**src/rtl/mult_operand_feeder.sv**
```systemverilog
// Operand FIFO + issue/wait/hold sequencer feeding a 16x16 multiplier; results return in order.
// Optional statistics ports (op_count, err_count) are enabled by defining MULT_FEEDER_STATS_EN.
module mult_operand_feeder #(
    parameter int DEPTH    = 4,
    parameter int MULT_LAT = 1,
    parameter int TIMEOUT  = 64
) (
    input  logic        clk,
    input  logic        rst,
    input  logic        op_valid,
    output logic        op_ready,
    input  logic [15:0] op_a,
    input  logic [15:0] op_b,
    output logic        mult_start,
    output logic [15:0] mult_a,
    output logic [15:0] mult_b,
    input  logic [31:0] mult_c,
    input  logic        mult_calculated,
    output logic        res_valid,
    input  logic        res_ready,
    output logic [31:0] res_data,
    output logic        res_err
`ifdef MULT_FEEDER_STATS_EN
    ,
    output logic [15:0] op_count,
    output logic [7:0]  err_count
`endif
);

    localparam int PTR_W  = $clog2(DEPTH);
    localparam int CNT_W  = $clog2(DEPTH + 1);
    localparam int WAIT_W = $clog2(TIMEOUT);
    localparam logic [CNT_W-1:0]  FULL_CNT  = CNT_W'(DEPTH);
    localparam logic [WAIT_W-1:0] WAIT_LAST = WAIT_W'(TIMEOUT - 1);
    localparam logic [WAIT_W-1:0] LAT_CNT   = WAIT_W'(MULT_LAT - 1);

    typedef enum logic [1:0] {S_IDLE, S_ISSUE, S_WAIT, S_HOLD} state_t;

    function automatic logic [7:0] sat_inc8(input logic [7:0] v);
        return (v == 8'hFF) ? v : v + 8'd1;
    endfunction

    logic [15:0]       r_fifo_a [DEPTH];
    logic [15:0]       r_fifo_b [DEPTH];
    logic [PTR_W-1:0]  r_wptr;
    logic [PTR_W-1:0]  r_rptr;
    logic [CNT_W-1:0]  r_count;
    state_t            r_state;
    state_t            w_state_nxt;
    logic [WAIT_W-1:0] r_wait_cnt;
    logic [15:0]       r_mult_a;
    logic [15:0]       r_mult_b;
    logic [31:0]       r_res_data;
    logic              r_res_err;

    logic w_full, w_empty, w_push, w_pop;
    logic w_load, w_start, w_capture, w_timeout, w_lat_ok;

    assign w_full  = (r_count == FULL_CNT);
    assign w_empty = (r_count == '0);
    assign w_push  = op_valid && !w_full;
    // r_wait_cnt is 0 in the first WAIT cycle, so cnt+1 cycles have elapsed since the start pulse
    assign w_lat_ok = (r_wait_cnt >= LAT_CNT);

    always_ff @(posedge clk) begin
        if (w_push) begin
            r_fifo_a[r_wptr] <= op_a;
            r_fifo_b[r_wptr] <= op_b;
        end
    end

    always_ff @(posedge clk) begin
        if (rst) begin
            r_wptr  <= '0;
            r_rptr  <= '0;
            r_count <= '0;
        end else begin
            if (w_push) r_wptr <= r_wptr + PTR_W'(1);
            if (w_pop)  r_rptr <= r_rptr + PTR_W'(1);
            case ({w_push, w_pop})
                2'b10:   r_count <= r_count + CNT_W'(1);
                2'b01:   r_count <= r_count - CNT_W'(1);
                default: r_count <= r_count;
            endcase
        end
    end

    always_comb begin
        w_state_nxt = r_state;
        w_load      = 1'b0;
        w_start     = 1'b0;
        w_pop       = 1'b0;
        w_capture   = 1'b0;
        w_timeout   = 1'b0;
        case (r_state)
            S_IDLE: begin
                // operands are latched here so they are already stable during the start pulse
                if (!w_empty) begin
                    w_load      = 1'b1;
                    w_state_nxt = S_ISSUE;
                end
            end
            S_ISSUE: begin
                w_start     = 1'b1;
                w_pop       = 1'b1;
                w_state_nxt = S_WAIT;
            end
            S_WAIT: begin
                if (w_lat_ok && mult_calculated) begin
                    w_capture   = 1'b1;
                    w_state_nxt = S_HOLD;
                end else if (r_wait_cnt == WAIT_LAST) begin
                    w_timeout   = 1'b1;
                    w_state_nxt = S_HOLD;
                end
            end
            S_HOLD: begin
                if (res_ready) w_state_nxt = S_IDLE;
            end
            default: w_state_nxt = S_IDLE;
        endcase
    end

    always_ff @(posedge clk) begin
        if (rst) begin
            r_state    <= S_IDLE;
            r_wait_cnt <= '0;
            r_mult_a   <= '0;
            r_mult_b   <= '0;
            r_res_data <= '0;
            r_res_err  <= 1'b0;
        end else begin
            r_state <= w_state_nxt;
            if (w_load) begin
                r_mult_a <= r_fifo_a[r_rptr];
                r_mult_b <= r_fifo_b[r_rptr];
            end
            if (r_state == S_ISSUE)
                r_wait_cnt <= '0;
            else if (r_state == S_WAIT)
                r_wait_cnt <= r_wait_cnt + WAIT_W'(1);
            if (w_capture) begin
                r_res_data <= mult_c;
                r_res_err  <= 1'b0;
            end else if (w_timeout) begin
                r_res_data <= '0;
                r_res_err  <= 1'b1;
            end
        end
    end

    assign op_ready   = !w_full;
    assign mult_start = w_start;
    assign mult_a     = r_mult_a;
    assign mult_b     = r_mult_b;
    assign res_valid  = (r_state == S_HOLD);
    assign res_data   = r_res_data;
    assign res_err    = r_res_err;

`ifdef MULT_FEEDER_STATS_EN
    logic [15:0] r_op_count;
    logic [7:0]  r_err_count;

    always_ff @(posedge clk) begin
        if (rst) begin
            r_op_count  <= '0;
            r_err_count <= '0;
        end else begin
            if ((r_state == S_HOLD) && res_ready && !r_res_err)
                r_op_count <= r_op_count + 16'd1;
            if (w_timeout)
                r_err_count <= sat_inc8(r_err_count);
        end
    end

    assign op_count  = r_op_count;
    assign err_count = r_err_count;
`endif

endmodule

```
**config.mk**
```make
export PLATFORM = sky130hd
export DESIGN_NAME = mult_operand_feeder
export DESIGN_NICKNAME = d
export VERILOG_FILES = /design/src/rtl/mult_operand_feeder.sv
export SDC_FILE = /design/constraint.sdc
export NUM_CORES = 1
export LEC_CHECK = 0
export CORE_AREA = 4 4 131 133
export CTS_CLUSTER_SIZE = 28
export DETAILED_ROUTE_END_ITERATION = 8
export DIE_AREA = 0 0 135 137
export PLACE_DENSITY = 0.75
export SETUP_SLACK_MARGIN = 0.4
export SLEW_MARGIN = 25
export SYNTH_ARGS = -nofsm -noshare
export SYNTH_HDL_FRONTEND = slang
export SYNTH_SLANG_ARGS = --single-unit
```
**constraint.sdc**
```tcl
create_clock -name clk -period 6.7 [get_ports clk]
set_input_delay 0.67 -clock clk [delete_from_list [all_inputs] [get_ports clk]]
set_output_delay 0.67 -clock clk [all_outputs]
set_load 0.1 [all_outputs]
```
# Yosys cells after proc, flatten, opt, wreduce, memory -nomap -nowiden
# Memories as Yosys holds them, arrays and structs flattened. A register that Yosys moved wholly into a read port is not among the register bits.
# Index checks and enable logic that the tools add are counted.
[totals] inputBits=69 register_bits=48 romBits=0 out_inout_bits=68 latchBits=0 mem_bits_rw=128 mem_count=2
[op_classes] n_bitwise=0 reduce_logical=10 div=0 n_lt_le_gt_ge=1 mux=18 n_eq_ne=10 addsub=5 shift=0 multipliers=0
[memory_table] name="r_fifo_a" words=4 width=16 rd=1 rd_ports_with_merged_regs=1 wr=1 line_no="43" text="logic [15:0] r_fifo_a [DEPTH];"
[memory_table] name="r_fifo_b" words=4 width=16 rd=1 rd_ports_with_merged_regs=1 wr=1 line_no="44" text="logic [15:0] r_fifo_b [DEPTH];"
[op_table] op="$mux W32" n=2
[op_table] op="$mux W1" n=10
[op_table] op="$mux W2" n=4
[op_table] op="$pmux W2 S4" n=1
[op_table] op="$add A6 B1 Y6 const B" n=1
[op_table] op="$eq A2 B2 Y1 const B" n=3
[op_table] op="$eq A6 B6 Y1 const B" n=1
[op_table] op="$ge A6 B1 Y1 const B" n=1
[op_table] op="$pmux W3 S2" n=1
[op_table] op="$add A2 B1 Y2 const B" n=2
[op_table] op="$eq A2 B1 Y1 const B" n=2
[op_table] op="$reduce_bool A2 Y1" n=2
[op_table] op="$reduce_or A2 Y1" n=2
[op_table] op="$add A3 B1 Y3 const B" n=1
[op_table] op="$eq A3 B3 Y1 const B" n=1
[op_table] op="$logic_not A3 Y1" n=1
[op_table] op="$ne A3 B3 Y1 const B" n=1
[op_table] op="$reduce_and A3 Y1" n=1
[op_table] op="$sub A3 B1 Y3 const B" n=1
[op_table] op="$logic_and A1 B1 Y1" n=2
[op_table] op="$logic_not A2 Y1" n=1
[op_table] op="$ne A2 B1 Y1 const B" n=1
[op_table] op="$ne A2 B2 Y1 const B" n=1
[op_table] op="$logic_not A1 Y1" n=1

# Longest topological paths before layout
# Gate-level depths: netlist of the first run.
[logic_depth] depth_word=6 mapped_depth=9

# Worst setup path after synthesis of the first run
# OpenSTA, ideal clock, no wires.
[synth_path] path_type="reg2reg" from="register r_state[1]" to="register r_count[2]" setup_slack_ps=4080 stages_incl_launch_ff=9 setup_ps=70 path_buffers=0 t_arrival_ps=2550 required_ps=6630 path_cell_list="dfxtp_1 inv_1 ha_1 ha_1 inv_1 fa_1 xor2_1 or3_1 a21oi_1"
[synth_via] elab_chain_len=4 elab_cells_between_ends=6 classes_between="eq/ne: 3; mux: 2; reduce/logical: 1"
[synth_lines] element="start, declared" line_no="48" text="state_t r_state;"
[synth_lines] element="start signal, assigned" line_no="133" text="r_state <= w_state_nxt;"
[synth_lines] element="$eq A2 B1 Y1 (*)"
[synth_lines] element="$mux W1 (*)"
[synth_lines] element="via mult_start" line_no="14" text="output logic mult_start,"
[synth_lines] element="$eq A2 B1 Y1 or $eq A2 B2 Y1 (tied branches)" line_no="80" text="case ({w_push, w_pop})"
[synth_lines] element="$pmux W3 S2 or $reduce_bool A2 Y1 (tied branches)"
[synth_lines] element="end signal, assigned" line_no="81" text="2'b10: r_count <= r_count + CNT_W'(1);"
[synth_lines] element="end signal, assigned" line_no="82" text="2'b01: r_count <= r_count - CNT_W'(1);"
[synth_lines] element="end signal, assigned" line_no="83" text="default: r_count <= r_count;"
[synth_lines] element="end, declared" line_no="47" text="logic [CNT_W-1:0] r_count;"
# Mark *: on every way through the listed nets, which the timed path passes. The rest lies on a longest branch.
# A chain may end at the register's enable or synchronous reset.

# Worst setup path after layout of the first run
[layout_path] from="register r_state[1]" to="output mult_start"
[layout_via] elab_chain_len=2
[layout_lines] element="$eq A2 B1 Y1" line_no="95" text="case (r_state)"
[layout_lines] element="$mux W1" line_no="95"
[layout_lines] element="end, declared" line_no="14"
# Every way passes these cells.

==> results of run 1 <==
[flip-flops by register name, indices dropped and copies added, names as in the netlist]
| signal | flops |
|---|---|
| res_data | 32 |
| r_fifo_a | 64 |
| res_err | 1 |
| mult_a | 16 |
| r_wptr | 2 |
| r_count | 3 |
| r_rptr | 2 |
| r_fifo_b | 64 |
| r_state | 2 |
| mult_b | 16 |
| r_wait_cnt | 6 |
[placed cells by master (no fill, tap or decap), types with 2 or more instances in the layout]
cell type and n:
o21a_1 2, nand4_1 2, nand3_1 32, clkinv_2 10, nor2_1 12, dfxtp_1 78
dfxtp_2 2, nand2_1 101, clkdlybuf4s50_1 135, a21oi_1 37, xnor2_1 3, mux4_2 28
clkbuf_1 4, o21ai_0 4, edfxtp_1 128, mux4_1 4, o21ai_2 8, and3_2 4
or3_1 2, inv_1 9, xor2_1 6, ha_1 10, clkbuf_16 23, nor3_1 3
o21ai_1 22, and2_4 2, clkinv_1 4, buf_4 2
[final cells by class]
class / count / share of cell area [%]
repair buffers: 138 / 13.8
clock inverters: 13 / 0.606
clock buffers: 27 / 5.96
flip-flops and latches: 208 / 54.9
multi-input cells: 295 / 21.5
well taps: 216 / 2.73
inverters: 10 / 0.391
[power by group through the flow]
stage	sequential, W	clock (W)	combinational, W
final	0.00168	0.00109	0.00178
after global routing	0.00170	0.00117	0.00189
after CTS	0.00169	0.00111	0.00181
after detailed placement	0.00171	0	0.00180
after global placement	0.00170	0	0.00178
after floorplan	0.00246	0	0.000679
[cells in the mapped netlist (3+ instances only)]
cell type  instances
edfxtp_1         128
nand2_1          101
dfxtp_1           80
a21oi_1           37
nand3_1           32
mux4_2            28
o21ai_1           22
clkbuf_1          15
nor2_1            12
ha_1              10
inv_1              9
buf_2              8
o21ai_2            8
buf_6              7
xor2_1             6
and3_1             5
mux4_1             4
o21ai_0            4
buf_12             3
buf_4              3
nor3_1             3
xnor2_1            3
[through the flow]
step	setup WS [ns]	utilization (%)	std cells	area, sq um
finish	3.63	62.6	907	9910
global route	3.56	62.6	907	9910
CTS	3.62	62.6	907	9910
detailed placement	4.07	58.5	867	9260
global placement	4.12	58.5	867	9260
floorplan	4.08	-	549	7860
[layer usage]
metal,part of all wire [%],up-vias,wire length [microns],global-route usage [%]
met5,0.074,-,12,0
met4,1.6,2,261,4.20
met3,7.5,29,1220,4.01
met2,50,174,8160,31.2
met1,40,2331,6560,21.2
li1,-,2254,-,-
[cell families (layout without fill, tap and decap cells)]
group	count (synthesis)	in the layout	synth area share [%]
compound gates	77	77	5.52
xor+xnor	9	9	1.00
fa+ha+maj	11	11	1.85
buf+inv	46	188	3.77
flops	208	208	69.2
mux	33	33	9.48
simple gates	165	165	9.13
[worst max-delay path by stage]
stage / from / end / slack [ns]
after global routing: r_state[1]$_SDFFE_PP0P_ / mult_start / 3.56
after global placement: op_valid / r_count[2]$_SDFFE_PP0P_ / 4.12
after detailed placement: op_valid / r_count[2]$_SDFFE_PP0P_ / 4.07
after floorplan: r_state[1]$_SDFFE_PP0P_ / r_count[2]$_SDFFE_PP0P_ / 4.08
final: r_state[1]$_SDFFE_PP0P_ / mult_start / 3.63
after CTS: r_state[1]$_SDFFE_PP0P_ / mult_start / 3.62
[worst min-delay path, stage by stage, from the launching register on]
cell and delay (ns):
dfxtp_1 0.31, nand2_1 0.05, o21ai_1 0.05
==> impl_metrics.tcl, run 1 <==
set metrics [dict create \
    switchingPower_w 0.00186 \
    slew_viol_final 0 \
    cp_cell_sequence "inv_1, ha_1, clkdlybuf4s50_1" \
    clock_latency_ns 0.49 \
    synth_top_cell_area_share_pct 48.9 \
    hp-class "flop to flop" \
    ir_worst_vdd_uv 335 \
    syn_inst 549 \
    cts_resized 0 \
    cts_buffers 22 \
    die_area_sq_um 18500 \
    synth-async-reset-ratio_pct 0 \
    grt_max_degree 66 \
    crit_cells 3 \
    cts_sinks 208 \
    drt_first_iter_violations 363 \
    regArea_sq_um 5450 \
    syn_to_final_growth_pct 26.1 \
    tns_ns 0 \
    routed_wl_mm 16.2 \
    first_pass_iters 5 \
    synth_ff_type "edfxtp_1" \
    core-area_sq_um 15800 \
    ys_seq_area_share_pct 69.2 \
    finClkSkew_ns 0.00861 \
    ys_types 38 \
    antenna_left 0 \
    yosysWarnings 0 \
    post-route-period-util_pct 45.8 \
    path_class "flop to output pin" \
    power_density_nw_per_um2 459 \
    final_hold_viol_count 0 \
    die_y_microns 137 \
    r2r_end "r_count[2]$_SDFFE_PP0P_" \
    pin_count 137 \
    postCtsSetupBuffers 0 \
    rsz0062_at_grt "no" \
    avgRoutedWirePerCell_microns 17.9 \
    critPathRequiredTime_ns 6.03 \
    path_clk_slew_ns 0.06 \
    worstMarginPinSlew_ns 1.04 \
    layout.nets 755 \
    grt_pass1_wl_mm 25.2 \
    ctsHoldBuffers 0 \
    power.total_w 0.00455 \
    diodes 0 \
    whs_endpoint "res_data[10]$_SDFFE_PP0P_" \
    multi_input_comb_area_sq_um 2140 \
    min-delay-start "res_data[10]$_SDFFE_PP0P_" \
    synth_area_sq_um 7860 \
    cts_max_path_buffers 3 \
    root_buffer "clkbuf_16" \
    vias 4790 \
    fillCellCount 1172 \
    leakage_nw 3.32 \
    drc 0 \
    cp-end-kind "output pin" \
    comb_power_share_pct 39.2 \
    seqPwrFrac_pct 37.0 \
    start_util_pct 49.7 \
    timing.critical_path.buf_inv 2 \
    slowest_delay_ns 1.19 \
    syn_nets 629 \
    crit-reg2reg-launch "r_count[0]$_SDFFE_PP0P_" \
    antenna_found_initial 1 \
    die_x_microns 135 \
    tritoncts "done" \
    track_usage_pct 17.3 \
    startpoint_type "flop" \
    switching_share_pct 40.7 \
    ff2ff_setup_slack_ns 4.43 \
    synth-seq-cells 208 \
    fmax_ghz 0.326 \
    drive_gt1_share_pct 12.3 \
    via_per_inst 5.28 \
    maxSlewHeadroom_pct 30.3 \
    syn_avg_cell_area_sq_um 14.3 \
    synth_area_leader_cell "edfxtp_1" \
    internal_power_w 0.00270 \
    h-tree-depth 1 \
    fin_crit_ns 3.07 \
    synth-edff-count 128 \
    crit_family "buffers and inverters" \
    synthTopCellsByArea "edfxtp_1 (49%), dfxtp_1 (20%), mux4_2 (8.0%)" \
    hold_depth 2 \
    maxCapViolCount 0 \
    rr_worst_depth 9 \
    finalSetupViolCount 0 \
    crit_fanout 5 \
    arrival_ns 2.40 \
    whs_ns 0.452 \
    port_buffers 136 \
    status "finished, final reports clean" \
    crit_path_top_delay_cell "clkdlybuf4s50_1" \
    overflow 0 \
    p_clk_share_pct 23.8 \
    std_cell_rows 46 \
    dp_hpwl_mm 10.0 \
    grt_pass1_vias 4863 \
    gp_congestion 0.763 \
]
Power figures use the tool's default switching activity.
==> run 2, diff against run 1 <==
==> constraint.sdc (replaced) <==
create_clock -name clk -period 3.15 [get_ports clk]
set_input_delay 0.315 -clock clk [delete_from_list [all_inputs] [get_ports clk]]
set_output_delay 0.315 -clock clk [all_outputs]
set_load 0.1 [all_outputs]
==> run 2 against run 1 <==
Compared with the run above: clock power is 120% higher; cell area is 0.30% higher; non-clock buffer count is 1 higher; register-to-register slack worse by 3.6 ns; via count is 0.50% lower; die area stayed put; sequential share of layout area is 0.17 points lower; count of clock-buffer cells in the layout is 3 lower.
==> impl_metrics.tcl, run 2 (same netlist as run 1, synthesis figures left out) <==
set metrics [dict create \
    cp-end-kind "output pin" \
    dpl.cell_count 868 \
    root_buffer "clkbuf_16" \
    startpoint_type "flop" \
    fillCellCount 1154 \
    pin_count 137 \
    arrival_ns 2.25 \
    status "finished, final reports clean" \
    cts_resized 0 \
    port_buffers 136 \
    grt_max_degree 64 \
    critPathRequiredTime_ns 2.83 \
    fin_crit_ns 2.56 \
    start_util_pct 49.7 \
    final_common_cell "clkdlybuf4s50_1" \
    grt_pass1_vias 4999 \
    power.total_w 0.00979 \
    p_clk_share_pct 24.4 \
    first_pass_iters 7 \
    ctsHoldBuffers 0 \
    grt_pass1_wl_mm 25.6 \
    diodes 0 \
    vias 4766 \
    via_per_inst 5.26 \
    routed_wl_mm 16.0 \
    crit_fanout 6 \
    maxCapViolCount 0 \
    core-area_sq_um 15800 \
    drt_first_iter_violations 257 \
    rr_worst_depth 9 \
    rsz0062_at_grt "no" \
    finClkSkew_ns 0.0132 \
    fin_cells 906 \
    overflow 0 \
    place_ws_ns 0.832 \
    cts_max_path_buffers 3 \
    crit-reg2reg-launch "r_count[2]$_SDFFE_PP0P_" \
    min-delay-start "rst" \
    finalSetupViolCount 0 \
    whs_ns 0.161 \
    clock_latency_ns 0.49 \
    postCtsSetupBuffers 0 \
    die_y_microns 137 \
    maxSlewHeadroom_pct 31.5 \
    syn_to_final_growth_pct 26.5 \
    dp_hpwl_mm 10.1 \
    fmax_ghz 0.391 \
    cts_buffers 21 \
    comb_power_share_pct 38.4 \
    seqPwrFrac_pct 37.1 \
    final_cell_mix "clkdlybuf4s50_1 (130), edfxtp_1 (128), nand2_1 (101)" \
    layout.nets 755 \
    slew_viol_final 0 \
    switchingPower_w 0.00395 \
    final_hold_viol_count 0 \
    die_area_sq_um 18500 \
    worstMarginPinSlew_ns 1.02 \
    drc 0 \
    internal_power_w 0.00584 \
    leakage_nw 3.34 \
    h-tree-depth 1 \
    power_density_nw_per_um2 984 \
    ir_worst_vdd_uv 738 \
    track_usage_pct 17.3 \
    post-route-period-util_pct 81.3 \
    path_clk_slew_ns 0.06 \
    hold_depth 4 \
    hp-class "input port to flop" \
    switching_share_pct 40.4 \
    antenna_found_initial 0 \
    std_cell_rows 46 \
    timing.final.ws_setup_ns 0.590 \
    cts_sinks 208 \
    path_class "flop to output pin" \
    tns_ns 0 \
    gp_congestion 0.802 \
    avgRoutedWirePerCell_microns 17.7 \
    die_x_microns 135 \
    drive_gt1_share_pct 13.3 \
    ff2ff_setup_slack_ns 0.80 \
    antenna_left 0 \
    r2r_end "r_count[2]$_SDFFE_PP0P_" \
    tritoncts "done" \
    whs_endpoint "res_data[20]$_SDFFE_PP0P_" \
]
-- run 2: cell count changes in the layout (fill, tap and decap cells not counted), sizes merged, moves of 2 or more --
cell / change
clkinv: -3
bufinv: +2
clkdlybuf4s50: -5
clkbuf: -3
buf: +6
-- run 2: per-layer routing --
metal | vias up | track usage (%) | part of all wire [%]
li1 | 2251 | - | -
met1 | 2323 | 21.4 | 41
met3 | 28 | 4.56 | 7.5
met5 | - | 0 | 0
met2 | 164 | 30.9 | 50
met4 | 0 | 3.81 | 1.7
-- run 2: final cells by class --
| class | instances | area (sq um) | share of cell area [%] |
|---|---|---|---|
| Tap cell | 216 | 270 | 2.72 |
| Timing Repair Buffer | 139 | 1380 | 13.9 |
| Clock inverter | 14 | 126 | 1.27 |
| Sequential cell | 208 | 5450 | 54.8 |
| Multi-Input combinational cell | 295 | 2140 | 21.5 |
| Inverter | 10 | 38.8 | 0.390 |
| Clock buffer | 24 | 547 | 5.50 |
-- run 2: power by group through the flow --
| stage | Combinational [W] | Clock, W | Sequential [W] |
|---|---|---|---|
| global route | 0.00397 | 0.00256 | 0.00369 |
| detailed placement | 0.00379 | 0 | 0.00370 |
| global placement | 0.00374 | 0 | 0.00367 |
| CTS | 0.00381 | 0.00245 | 0.00365 |
| finish | 0.00376 | 0.00239 | 0.00363 |
| floorplan | 0.00144 | 0 | 0.00523 |
-- run 2: how the worst max path moves through the flow --
stage / from / endpoint / slack (ns)
after CTS: r_count[2]$_SDFFE_PP0P_ / op_ready / 0.57
after global placement: op_valid / r_count[2]$_SDFFE_PP0P_ / 0.94
after floorplan: r_state[1]$_SDFFE_PP0P_ / r_count[2]$_SDFFE_PP0P_ / 0.53
after global routing: r_count[2]$_SDFFE_PP0P_ / op_ready / 0.51
final: r_count[2]$_SDFFE_PP0P_ / op_ready / 0.59
after detailed placement: op_valid / r_count[2]$_SDFFE_PP0P_ / 0.83
-- run 2: worst max-delay path, cell delays in order (launching register included) --
cell and delay, ns:
dfxtp_1 0.36, or3b_4 0.42, clkdlybuf4s50_1 0.99
-- run 2: stage by stage --
step           cell area [sq um]  utilization [%]
3_5_place_dp                9270             58.6
6_report                    9940             62.8
3_3_place_gp                9270             58.6
5_1_grt                     9940             62.8
4_1_cts                     9940             62.8
2_1_floorplan               7860                -
==> run 3, diff against run 2 <==
--- a/config.mk
+++ b/config.mk
@@ -5,11 +5,11 @@
 export SDC_FILE = /design/constraint.sdc
 export NUM_CORES = 1
 export LEC_CHECK = 0
-export CORE_AREA = 4 4 131 133
+export CORE_AREA = 4 4 135 137
 export CTS_CLUSTER_SIZE = 28
 export DETAILED_ROUTE_END_ITERATION = 8
-export DIE_AREA = 0 0 135 137
-export PLACE_DENSITY = 0.75
+export DIE_AREA = 0 0 139 141
+export PLACE_DENSITY = 0.74
 export SETUP_SLACK_MARGIN = 0.4
 export SLEW_MARGIN = 25
 export SYNTH_ARGS = -nofsm -noshare
==> constraint.sdc (replaced) <==
create_clock -name clk -period 2.3 [get_ports clk]
set_input_delay 0.23 -clock clk [delete_from_list [all_inputs] [get_ports clk]]
set_output_delay 0.23 -clock clk [all_outputs]
set_load 0.1 [all_outputs]
==> run 3 against run 2 <==
Compared with the run above: first-iteration DRC count down 8.9%; clock power up 51%; count of clock-buffer cells in the layout up 6; critical path depth up 7; highest routed layer unchanged.
==> impl_metrics.tcl, run 3 (same netlist as run 1, synthesis figures left out) <==
set metrics [dict create \
    status "finished, final reports clean" \
    pin_count 137 \
    fin_cells 938 \
    tritoncts "done" \
    routed_wl_mm 16.5 \
    grt_pass1_wl_mm 26.3 \
    final_area_sq_um 10100 \
    cp-end-kind "flop" \
    start_util_pct 46.1 \
    maxCapViolCount 0 \
    core-area_sq_um 17100 \
    die_y_microns 141 \
    via_per_inst 5.22 \
    power.total_w 0.0139 \
    whs_ns 0.137 \
    path_class "flop to flop" \
    final_hold_viol_count 0 \
    dpl_cell_area_sq_um 9280 \
    crit_fanout 2 \
    critPathRequiredTime_ns 2.73 \
    avgRoutedWirePerCell_microns 17.6 \
    layout.nets 777 \
    first_pass_iters 5 \
    whs_endpoint "r_count[0]$_SDFFE_PP0P_" \
    cts_max_path_buffers 3 \
    ctsHoldBuffers 0 \
    min-delay-start "rst" \
    crit-reg2reg-launch "r_count[1]$_SDFFE_PP0P_" \
    clock_latency_ns 0.50 \
    gp_congestion 0.888 \
    dpl.cell_count 888 \
    die_x_microns 139 \
    critPathLaunch "r_count[1]$_SDFFE_PP0P_" \
    cts_sinks 208 \
    leakage_nw 3.62 \
    rsz0062_at_grt "yes" \
    drc 0 \
    worstMarginPinSlew_ns 0.563 \
    fin_crit_ns 2.10 \
    drive_gt1_share_pct 26.2 \
    tns_ns 0 \
    h-tree-depth 1 \
    r2r_end "r_count[2]$_SDFFE_PP0P_" \
    post-route-period-util_pct 91.2 \
    diodes 0 \
    antenna_found_initial 0 \
    vias 4894 \
    maxSlewHeadroom_pct 62.5 \
    track_usage_pct 16.4 \
    path_clk_slew_ns 0.06 \
    final_cell_mix "edfxtp_1 (128), nand2_1 (101), buf_4 (87)" \
    std_cell_rows 48 \
    drt_first_iter_violations 234 \
    ff2ff_setup_slack_ns 0.20 \
    die_area_sq_um 19600 \
    power_density_nw_per_um2 1370 \
    hold_depth 2 \
    rr_worst_depth 9 \
    grt_pass1_vias 4982 \
    grt_max_degree 65 \
    finalSetupViolCount 0 \
    antenna_left 0 \
    hp-class "input port to flop" \
    syn_to_final_growth_pct 28.8 \
    arrival_ns 2.53 \
    fmax_ghz 0.477 \
    cts_buffers 22 \
    root_buffer "clkbuf_16" \
    dp_hpwl_mm 11.0 \
    startpoint_type "flop" \
    slew_viol_final 0 \
    fillCellCount 1345 \
    port_buffers 136 \
    ir_worst_vdd_uv 1100 \
    overflow 0 \
    final_common_cell "edfxtp_1" \
    finClkSkew_ns 0.0113 \
]
## run 3: changes by cell type in the layout (fill, tap and decap cells not counted), sizes merged
cell,change
buf,+84
bufinv,-1
clkbuf,+6
clkdlybuf4s50,-63
clkinv,-8
clkinvlp,+1
inv,+4
## run 3: final cells by class
class                      instances  area [sq um]  share of cell area [%]
sequential                       208          5450                    53.8
timing repair buffer             160          1430                    14.1
clock inverter                    10           105                    1.04
tap                              225           282                    2.78
multi-input combinational        295          2160                    21.3
inverter                          10          42.5                   0.420
clock buffer                      30           664                    6.56
## run 3: metrics by stage
stage	util, %	worst slack [ns]
3_3_place_gp	54.4	0.244
6_report	59.4	0.202
5_1_grt	59.4	0.163
3_5_place_dp	54.4	0.162
2_1_floorplan	-	0.0703
4_1_cts	59.2	0.230
## run 3: worst max-delay path by stage
stage               depth (start not counted)  slack [ns]                      end
finish                                      9        0.20  r_count[2]$_SDFFE_PP0P_
global route                                9        0.16  r_count[2]$_SDFFE_PP0P_
CTS                                         9        0.23  r_count[2]$_SDFFE_PP0P_
detailed placement                          9        0.16  r_count[2]$_SDFFE_PP0P_
global placement                            9        0.24  r_count[2]$_SDFFE_PP0P_
floorplan                                   9        0.07  r_count[2]$_SDFFE_PP0P_
## run 3: routing by layer
layer / track usage (%) / part of all wire [%] / vias to the layer above
met2: 28.9 / 49 / 164
met1: 21.0 / 43 / 2396
met4: 3.45 / 1.4 / 0
met5: 0 / 0 / -
met3: 3.90 / 6.7 / 21
li1: - / - / 2313
## run 3: power breakdown
part	total (W)	leakage, nW	internal, W	switching [W]
clock	0.00361	0.375	0.00217	0.00143
sequential	0.00490	1.83	0.00460	0.000304
combinational	0.00539	1.42	0.00156	0.00384
## run 3: worst max-delay path, cell delays in order (launching register included)
cell	delay, ns
dfxtp_2	0.32
or3b_4	0.39
and2_4	0.16
clkinv_4	0.05
ha_4	0.12
inv_2	0.04
fa_2	0.33
xor2_1	0.16
or3_1	0.34
a21oi_2	0.12
## run 3: repair_timing
action                                  4_1_cts  5_1_grt
resized for setup                             1        1
buffers inserted                              7        3
endpoints found under the setup margin        2       11
